$ cat config.mk
export PLATFORM = sky130hd
export DESIGN_NAME = strobe_to_pulse_flat
export DESIGN_NICKNAME = d
export VERILOG_FILES = /design/src/rtl/strobe_to_pulse_if.sv /design/src/rtl/strobe_to_pulse.sv /design/src/flat_wrapper.sv
export SDC_FILE = /design/constraint.sdc
export NUM_CORES = 1
export LEC_CHECK = 0
export BUFFER_PORTS_ARGS = -buffer_cell sky130_fd_sc_hd__buf_4
export CORE_AREA = 2 2 39 41
export CTS_CLUSTER_DIAMETER = 40
export DETAILED_ROUTE_END_ITERATION = 12
export DIE_AREA = 0 0 41 43
export GPL_TIMING_DRIVEN = 0
export MAX_ROUTING_LAYER = met4
export PLACE_DENSITY = 0.68
export SKIP_LAST_GASP = 1
export SLEW_MARGIN = 5
export SYNTH_ARGS = -nofsm -noshare
export SYNTH_HDL_FRONTEND = slang
export SYNTH_SLANG_ARGS = --single-unit
$ cat constraint.sdc
create_clock -name in_clock -period 2.8 [get_ports in_clock]
set_input_delay 0.14 -clock in_clock [delete_from_list [all_inputs] [get_ports in_clock]]
set_output_delay 0.14 -clock in_clock [all_outputs]
set_load 0.1 [all_outputs]
$ cat src/rtl/strobe_to_pulse_if.sv
// strobe_to_pulse_if: strobe request and pulse status bundle
interface strobe_to_pulse_if #(
  parameter int PEND_W = 3
);
  logic in_strobe;
  logic in_clear_overflow;
  logic out_signal;
  logic out_busy;
  logic [PEND_W-1:0] out_pending;
  logic out_overflow;
  modport master (
    output in_strobe, in_clear_overflow,
    input  out_signal, out_busy, out_pending, out_overflow
  );
  modport slave (
    input  in_strobe, in_clear_overflow,
    output out_signal, out_busy, out_pending, out_overflow
  );
endinterface

$ cat src/rtl/strobe_to_pulse.sv
// strobe_to_pulse: turns single-cycle strobes into fixed-width pulses with a guaranteed low gap and a saturating queue
module strobe_to_pulse #(
  parameter int HIGH_CYCLES = 4,
  parameter int GAP_CYCLES  = 2,
  parameter int PEND_DEPTH  = 7,
  parameter int PEND_W      = 3
) (
  input logic in_clock,
  input logic in_reset_n,
  strobe_to_pulse_if.slave bus
);
  localparam int MAX_C = HIGH_CYCLES > GAP_CYCLES ? HIGH_CYCLES : GAP_CYCLES;
  localparam int CNT_W = MAX_C > 1 ? $clog2(MAX_C) : 1;
  localparam logic [CNT_W-1:0] HIGH_LAST = CNT_W'(HIGH_CYCLES - 1);
  localparam logic [CNT_W-1:0] GAP_LAST = CNT_W'(GAP_CYCLES - 1);
  localparam logic [PEND_W-1:0] DEPTH = PEND_W'(PEND_DEPTH);
  typedef enum logic [1:0] {IDLE, HIGH, GAP} state_t;
  state_t state_q, state_d;
  logic [CNT_W-1:0] cnt_q, cnt_d;
  logic [PEND_W-1:0] pend_q, pend_d;
  logic sig_q, sig_d, busy_q, busy_d, ovf_q, ovf_d;
  logic acc, hi_end, last_gap, drop;
  always_comb begin
    acc = bus.in_strobe && state_q != IDLE;
    hi_end = state_q == HIGH && cnt_q == HIGH_LAST;
    last_gap = state_q == GAP && cnt_q == GAP_LAST;
    drop = acc && !last_gap && pend_q == DEPTH;
    state_d = state_q == IDLE ? (bus.in_strobe ? HIGH : IDLE) :
              hi_end ? GAP :
              last_gap ? ((acc || pend_q != '0) ? HIGH : IDLE) : state_q;
    cnt_d = (state_q == IDLE || hi_end || last_gap) ? '0 : cnt_q + 1'b1;
    pend_d = last_gap ? ((acc || pend_q == '0) ? pend_q : pend_q - 1'b1) :
             (acc && pend_q != DEPTH) ? pend_q + 1'b1 : pend_q;
    ovf_d = drop || (ovf_q && !bus.in_clear_overflow);
    sig_d = state_d == HIGH;
    busy_d = state_d != IDLE;
  end
  always_ff @(posedge in_clock or negedge in_reset_n) begin
    if (!in_reset_n) begin
      state_q <= IDLE;
      cnt_q <= '0;
      pend_q <= '0;
      sig_q <= 1'b0;
      busy_q <= 1'b0;
      ovf_q <= 1'b0;
    end else begin
      state_q <= state_d;
      cnt_q <= cnt_d;
      pend_q <= pend_d;
      sig_q <= sig_d;
      busy_q <= busy_d;
      ovf_q <= ovf_d;
    end
  end
  assign bus.out_signal = sig_q;
  assign bus.out_busy = busy_q;
  assign bus.out_pending = pend_q;
  assign bus.out_overflow = ovf_q;
endmodule

$ cat src/flat_wrapper.sv
// flat-port wrapper written by rule: the top's interface ports become plain ports
module strobe_to_pulse_flat 
#(
  parameter int HIGH_CYCLES = 4,
  parameter int GAP_CYCLES  = 2,
  parameter int PEND_DEPTH  = 7,
  parameter int PEND_W      = 3
)
  (in_clock, in_reset_n, bus_in_strobe, bus_in_clear_overflow, bus_out_signal, bus_out_busy, bus_out_pending, bus_out_overflow);
  strobe_to_pulse_if #(.PEND_W(PEND_W)) bus_i ();
  input logic in_clock;
  input logic in_reset_n;
  input wire logic [$bits(bus_i.in_strobe)-1:0] bus_in_strobe;
  input wire logic [$bits(bus_i.in_clear_overflow)-1:0] bus_in_clear_overflow;
  output wire logic [$bits(bus_i.out_signal)-1:0] bus_out_signal;
  output wire logic [$bits(bus_i.out_busy)-1:0] bus_out_busy;
  output wire logic [$bits(bus_i.out_pending)-1:0] bus_out_pending;
  output wire logic [$bits(bus_i.out_overflow)-1:0] bus_out_overflow;
  assign bus_i.in_strobe = bus_in_strobe;
  assign bus_i.in_clear_overflow = bus_in_clear_overflow;
  assign bus_out_signal = bus_i.out_signal;
  assign bus_out_busy = bus_i.out_busy;
  assign bus_out_pending = bus_i.out_pending;
  assign bus_out_overflow = bus_i.out_overflow;
  strobe_to_pulse #(.HIGH_CYCLES(HIGH_CYCLES), .GAP_CYCLES(GAP_CYCLES), .PEND_DEPTH(PEND_DEPTH), .PEND_W(PEND_W)) u_core (.in_clock(in_clock), .in_reset_n(in_reset_n), .bus(bus_i));
endmodule
Word-level counts from Yosys, hierarchy flattened
Cells that the tools add are included.

Flip-flop bits (word level): 10. Latch bits: 0. Bits in writable memories: 0. Bits in read-only memories: 0. Input port bits: 4. Output and inout port bits: 6. Word-level logic and storage cells: 47. Memories: 0.

Add/subtract/negate cells: 3. Multipliers: 0. Div/mod/pow operators: 0. Order comparisons: 0. Eq/ne operators: 8. Shifts and indexed selects: 0. Mux-type cells: 9. Bitwise operators: 0. Reductions and logical operators: 21.

Operators with widths (count): 3-bit 2-to-1 mux (3); 2-bit 2-to-1 mux (4); 1-bit logical AND (7); 2-bit by 1-bit == test with 1-bit output (second input constant) (3); 2-bit nonzero test (3); 1-bit logical OR (5); 2-bit == test (second input constant) (2); 3-bit by 1-bit adder with 3-bit output (second input constant) (1); 3-bit == test (second input constant) (1); 3-bit logical NOT (1); 3-bit != test (second input constant) (1); 3-bit nonzero test (1); 3-bit by 1-bit subtractor with 3-bit output (second input constant) (1); 2-bit by 1-bit adder with 2-bit output (second input constant) (1); 1-bit logical NOT (2); 2-bit logical NOT (1); 1-bit 2-to-1 mux (2); 2-bit != test (second input constant) (1); 2-bit AND reduction (1).

Depth between registers and ports, before layout
Gate-level depths: netlist of run 1.

Depth in word-level cells: 8. Mapped depth: 8.

Least setup slack after synthesis of run 1
OpenSTA, ideal clock, no wires.

Kind: register to register. From: register u_core.pend_q[1], in the netlist u_core.bus.out_pending[1]. To: register u_core.pend_q[2], in the netlist u_core.bus.out_pending[2]. Setup time: 0.128 ns. Data arrival time: 1.881 ns. Data required time: 2.672 ns. Slack: 0.791 ns. Cell stages (with the launch flop): 7. Path buffers: 1. Cell sequence: dfrtp_1 buf_6 xnor2_1 ha_1 nor4_1 a41oi_1 o2bb2ai_1.

Cells in the longest elaborated chain, start to end: 4. Elaborated cells on any way between the ends: 12. Those cells by class: 2 x add/sub; 2 x eq/ne; 3 x mux; 5 x reduce/logical.

Ends and longest elaborated chain: start: declaration (RTL line strobe_to_pulse.sv:20) `logic [PEND_W-1:0] pend_q, pend_d;`; start signal: assignment (RTL line strobe_to_pulse.sv:49) `pend_q <= pend_d;`; parallel branches: the longest is 4 deep, another holds 3-bit by 1-bit adder with 3-bit output.

Several ways; the timed one is not identified. The select of a mux whose other input is x is not followed. A chain may end at the register's enable or synchronous reset.

Worst setup path in the final report of run 1
From: register u_core.cnt_q[1]. To: register u_core.pend_q[2], in the netlist u_core.bus.out_pending[2].

Cells in the longest elaborated chain, start to end: 4. Elaborated cells on any way between the ends: 6. Those cells by class: 2 x eq/ne; 1 x mux; 3 x reduce/logical.

Ends and longest elaborated chain: start: declaration (RTL line strobe_to_pulse.sv:19) `logic [CNT_W-1:0] cnt_q, cnt_d;`; start signal: assignment (RTL line strobe_to_pulse.sv:48) `cnt_q <= cnt_d;`; 2-bit by 1-bit == test with 1-bit output * (RTL line strobe_to_pulse.sv:26) `last_gap = state_q == GAP && cnt_q == GAP_LAST;`; 1-bit logical AND * (RTL line strobe_to_pulse.sv:26); 2-bit != test (no source line) or 2-bit nonzero test (tied branches); 2-bit AND reduction (no source line).

Mark *: on every way between the ends. The rest lies on a longest branch, timed or not.

==> summary.md, run 1 <==
| Metric | Value |
|---|---|
| Run status | `finished, final reports clean` |
| DR vias/cell | `5.20` |
| Worst setup path class | `reg -> reg` |
| Final Max Slew Viols | `0` |
| CTS root buf | `clkbuf_4` |
| RSZ-0062 raised after global routing | `no` |
| Initial DRC count | `3` |
| CP Capture Type | `register` |
| H-tree Lvls | `1` |
| Cell count after synthesis | `57` |
| Buffers on Ports | `8` |
| CP most frequent cell | `ha_1` |
| Initial core utilization | `41.6%` |
| DRT antenna net count | `0` |
| Die H | `43 um` |
| Worst reg2reg path startpoint | `u_core.cnt_q[1]` |
| Post-DP HPWL | `702 um` |
| Req. time, crit path | `2.96 ns` |
| Hold Path Sink | `u_core.bus.out_overflow` |
| Total gr overflow | `0` |
| Critical path arrival | `1.96 ns` |
| Slowest Stage Delay on Critical Path | `0.38 ns` |
| Vias | `447` |
| Mean Syn Cell Area | `10.1 um^2` |
| Worst Hold Depth | `2` |
| I/O Pins | `10` |
| Crit-path max FO | `5` |
| Core Area | `1380 um^2` |
| Worst hold start | `bus_in_clear_overflow` |
| Clock latency on the worst-skew pair | `0.27 ns` |
| Yosys cell types | `28` |
| Final Setup Violations | `0` |
| Highest Clock Rate | `554 MHz` |
| Final Cycle Share | `64.5%` |
| Worst-path clk slew | `0.07 ns` |
| Max-Cap Viols | `0` |
| Post-Route Utilization | `50.7%` |
| Ant diodes | `0` |
| TritonRoute pass-1 iters | `3` |
| GRT Util Overall | `13.6%` |
| Filler cell count | `130` |
| Vias in the first global route | `366` |
| Layout cell share with drive strength beyond 1 | `28.6%` |
| Post-cts repair resize count | `0` |
| TritonCTS Sinks | `10` |
| Warnings from Yosys | `0` |
| CTS max path bufs | `2` |
| Post-Syn Nets | `64` |
| Initial antenna violation count | `0` |
| Synthesis-stage register bit count | `10` |
| Min cycle time layout | `1.81 ns` |
| Die area | `1760 um^2` |
| Yosys top cell by area | `dfrtp_1` |
| First-pass GRT wire length | `1520 um` |
| Row count | `14` |
| CP Cell Sequence | `inv_1 > ha_1 > nand3b_4 > xnor2_1 > ha_1 > nor4_1 > a41oi_1 > o2bb2ai_1` |
| R2r setup slk | `0.99 ns` |
| CTS Buf Count | `3` |
| Pin count of the biggest net entering global routing | `11` |
| Slew headroom | `76.1%` |
| Mapped cell area | `576 um^2` |
| Dpl ws | `1.03 ns` |
| Sequential share of the synthesized area | `43.5%` |
| Final WS setup | `0.995 ns` |
| Total Wirelength | `970 um` |
| Top post-synthesis cells by area | `dfrtp_1 43%, ha_1 6.5%, o21a_1 3.9%` |
| Final Hold Fails | `0` |
| Final Skew | `0.00273 ns` |
| Startpoint types | `register` |
| Nets | `78` |
| DRC | `0` |
| Hold crit path type | `in -> reg` |
| Top cell type's share of synthesized area | `43.5%` |
| Worst-Margin Slew | `0.356 ns` |
| Setup tns final | `0 ns` |
| CTS tree | `built` |
| R2r worst-path depth | `8` |
| Die Width | `41 um` |
| WL per Instance | `11.3 um` |
| Reg2reg end | `u_core.bus.out_pending[2]` |
| Crit-path slowest cell | `dfrtp_1` |
| Area growth syn-to-layout | `22.0%` |
| Routability Congestion | `0.686` |
-- worst max-delay path by stage --
stage                                            to                 startpoint
after floorplan           u_core.bus.out_pending[2]  u_core.bus.out_pending[1]
after global placement    u_core.bus.out_pending[2]            u_core.cnt_q[1]
after detailed placement  u_core.bus.out_pending[2]            u_core.cnt_q[1]
after CTS                 u_core.bus.out_pending[2]            u_core.cnt_q[1]
after global routing      u_core.bus.out_pending[2]            u_core.cnt_q[1]
final                     u_core.bus.out_pending[2]            u_core.cnt_q[1]
-- registers in the layout, indices dropped and copies added, names as in the netlist --
name                     flops
u_core.bus.out_overflow      1
u_core.bus.out_pending       3
u_core.bus.out_busy          1
u_core.bus.out_signal        1
u_core.state_q               2
u_core.cnt_q                 2
-- cells in the mapped netlist, drive strengths merged --
library cell,number
nand2b,3
o21a,3
mux2,1
clkbuf,1
dfrtp,10
xnor2,1
o21ai,1
o2bb2ai,2
or3,1
a21oi,2
nor2,3
nand2,5
nor4,1
ha,3
inv,4
nor2b,1
nand3b,1
a31oi,1
a41oi,1
nor3,1
o22a,1
buf,3
o31ai,2
nand3,2
a22o,2
o22ai,1
-- final cells by class --
cell class                 count  area [um^2]  area share [%]
multi-input combinational     39          284            40.5
sequential                    10          250            35.7
timing repair buffer           9         70.1            9.98
clock buffer                   4         36.3            5.17
buffer                         4         26.3            3.74
tap                           16         20.0            2.85
inverter                       4         15.0            2.14
-- routing by layer --
layer / vias to the layer above / part of all wire, % / GRT usage, %
li1: 228 / - / -
met1: 207 / 47 / 16.5
met2: 8 / 46 / 17.8
met4: 0 / 2.2 / 10.0
met5: - / 0 / -
met3: 4 / 4.9 / 4.71
-- layout by cell type, fill, tap and decap left out --
master	netlist	final
a21oi_1	2	2
a22o_1	1	1
a22o_2	1	1
a31oi_1	1	1
a41oi_1	1	1
buf_2	2	2
buf_4	0	8
buf_6	1	1
clkbuf_2	1	1
clkbuf_4	0	3
clkbuf_8	0	1
dfrtp_1	10	10
dlygate4sd3_1	0	1
ha_1	3	3
inv_1	4	4
mux2_2	1	1
nand2_1	5	5
nand2b_1	3	3
nand3_1	2	2
nand3b_4	1	1
nor2_1	3	3
nor2b_1	1	1
nor3_1	1	1
nor4_1	1	1
o21a_1	3	3
o21ai_0	1	1
o22a_1	1	1
o22ai_1	1	1
o2bb2ai_1	2	2
o31ai_1	2	2
or3_4	1	1
xnor2_1	1	1
-- critical path: cells and delay by family (launching register included) --
family / cells / cell delay, ns
xor gates and xnor gates: 1 / 0.14
AOI/OAI and AO/OA: 2 / 0.23
adders and majority gates: 2 / 0.43
and+or+nand+nor: 2 / 0.47
buffers and inverters: 1 / 0.06
DFF: 1 / 0.38
-- through the flow --
step                      cell area [um^2]  instances  hold slack [ns]
after floorplan                        576         57           -0.156
after global placement                 656         81          -0.0249
after detailed placement               656         81          -0.0230
after CTS                              702         86           0.0386
after global routing                   702         86           0.0319
final                                  702         86           0.0446
-- cell families after synthesis --
group                      share of synthesized area [%]
and+or+nand+nor                                     18.7
DFF                                                 43.5
buffers and inverters                               7.17
xor gates and xnor gates                            1.52
AOI/OAI and AO/OA                                   20.7
adders and majority gates                           6.52
muxes                                               1.96
-- timing repair --
action / CTS / global route
endpoints found under the hold margin: 10 / 0
setup buffers: 0 / 0
hold buffers: 1 / 0
Power of run 1 is left out: the tool's default activity adds up to more than one toggle a clock period on the data nets, which glitch-free logic cannot reach.
==> run 2, diff against run 1 <==
==> constraint.sdc (replaced) <==
create_clock -name in_clock -period 1.7 [get_ports in_clock]
set_input_delay 0.085 -clock in_clock [delete_from_list [all_inputs] [get_ports in_clock]]
set_output_delay 0.085 -clock in_clock [all_outputs]
set_load 0.1 [all_outputs]
==> run 2 against run 1 <==
Compared with the run above: final area up 8.4%; maximum frequency up 9.6%; first-iteration DRC count rose to 3.3 times the previous value; register-to-register slack worse by 0.94 ns; die area unchanged; core utilization up 4.2 points; cell count up 3.5%; setup slack worse by 0.94 ns; clock skew up 0.0033 ns; via count up 7.4%; routed wire length up 13%; flip-flop and latch count unchanged; critical path type unchanged; critical endpoint unchanged; highest routed layer unchanged.
==> summary.md, run 2 (synthesized netlist as in run 1, its figures left out) <==
| Metric | Value |
|---|---|
| WL per Instance | `12.3 um` |
| First-pass GRT wire length | `1600 um` |
| Routability Congestion | `0.686` |
| Worst Hold Depth | `3` |
| Max reg flops | `3` |
| Total Wirelength | `1090 um` |
| GRT Util Overall | `14.3%` |
| CP Capture Type | `register` |
| Total gr overflow | `0` |
| TritonCTS Sinks | `10` |
| Die area | `1760 um^2` |
| Initial core utilization | `41.6%` |
| Placed Cells incl. Taps | `81` |
| Pin count of the biggest net entering global routing | `11` |
| Post-DP HPWL | `705 um` |
| Worst-path clk slew | `0.07 ns` |
| I/O Pins | `10` |
| CTS root buf | `clkbuf_4` |
| CTS max path bufs | `2` |
| Core Area | `1380 um^2` |
| Final Setup Violations | `0` |
| Commonest non-fill, non-tap cells in the layout | `10 x buf_4, 7 x dfrtp_1, 5 x nand2_1, 4 x inv_1` |
| Vias | `480` |
| Min cycle time layout | `1.65 ns` |
| Most common cell after layout, fill and taps aside | `buf_4` |
| Vias in the first global route | `394` |
| Critical path arrival | `1.80 ns` |
| Final Max Slew Viols | `0` |
| Max-Cap Viols | `0` |
| RSZ-0062 raised after global routing | `yes` |
| Hold crit path type | `in -> reg` |
| Highest Clock Rate | `607 MHz` |
| H-tree Lvls | `1` |
| Final Hold Fails | `0` |
| Final Cycle Share | `96.9%` |
| Row count | `14` |
| Final Skew | `0.00600 ns` |
| Final Non-Filler Cells | `89` |
| Worst-Margin Slew | `0.284 ns` |
| TritonRoute pass-1 iters | `4` |
| CTS Buf Count | `3` |
| Nets | `81` |
| Worst setup path class | `reg -> reg` |
| DR vias/cell | `5.39` |
| Initial DRC count | `10` |
| Run status | `finished, final reports clean` |
| Startpoint types | `register` |
| Slew headroom | `80.9%` |
| R2r worst-path depth | `8` |
| Req. time, crit path | `1.85 ns` |
| Clock latency on the worst-skew pair | `0.26 ns` |
| Die Width | `41 um` |
| Crit-path max FO | `4` |
| Initial antenna violation count | `0` |
| Area growth syn-to-layout | `32.2%` |
| DRC | `0` |
| Buffers on Ports | `8` |
| Die H | `43 um` |
| Ant diodes | `0` |
| DRT antenna net count | `0` |
| CTS tree | `built` |
| Layout cell share with drive strength beyond 1 | `38.4%` |
## run 2: cell types whose count changed in the layout (fill, tap and decap cells not counted)
cell,delta
ha_4,+1
dfrtp_1,-3
dfrtp_2,+3
ha_1,-2
dlygate4sd3_1,+1
buf_4,+2
ha_2,+1
nor4_4,+1
nor4_1,-1
## run 2: final timing paths
kind	startpoint	to	slack, ns
setup / recovery	u_core.cnt_q[1]	u_core.bus.out_pending[2]	0.05
hold / removal	bus_in_strobe	u_core.bus.out_overflow	0.16
setup reg to reg	u_core.cnt_q[1]	u_core.bus.out_pending[2]	0.05
hold reg to reg	u_core.cnt_q[0]	u_core.cnt_q[0]	0.52
max in group asynchronous	in_reset_n	u_core.bus.out_pending[1]	1.37
min in group asynchronous	in_reset_n	u_core.bus.out_overflow	0.17
## run 2: repair_timing
action	in CTS	in global routing
setup buffers	0	2
pin swaps	1	1
hold buffers	2	0
setup endpoints to repair	1	1
hold endpoints to repair	11	0
gates resized for setup	2	3
## run 2: final cells by class
cell class | count | area [um^2]
Fill cell | 125 | 623
Multi-Input combinational cell | 39 | 314
Buffer | 4 | 26.3
Clock buffer | 4 | 36.3
Tap cell | 16 | 20.0
Sequential cell | 10 | 254
Timing Repair Buffer | 12 | 95.1
Inverter | 4 | 15.0
## run 2: per-stage QoR
stage	util (%)	hold WS [ns]	worst slack, ns	setup TNS, ns	instance area, um^2
global route	55.0	0.169	-0.0400	-0.0400	761
detailed placement	47.6	-0.0796	-0.0815	-0.0815	659
floorplan	-	-0.211	-0.0278	-0.0278	579
global placement	47.6	-0.0797	-0.0496	-0.0496	659
finish	55.0	0.164	0.0522	0	761
CTS	52.4	0.143	0.0550	0	724
## run 2: worst max-delay path, stage by stage (launching register included)
cell	delay [ns]
dfrtp_1	0.38
inv_1	0.08
ha_4	0.16
nand3b_4	0.08
xnor2_1	0.13
ha_2	0.20
nor4_4	0.28
a41oi_1	0.08
o2bb2ai_1	0.14
## run 2: routing by layer
| layer | track usage [%] | wire length (um) | up-vias |
|---|---|---|---|
| li1 | - | - | 236 |
| met1 | 17.5 | 478 | 222 |
| met2 | 19.1 | 534 | 18 |
| met3 | 3.14 | 60 | 4 |
| met4 | 12.0 | 19 | 0 |
| met5 | - | 0 | - |
Power of run 2 is left out for the same reason.
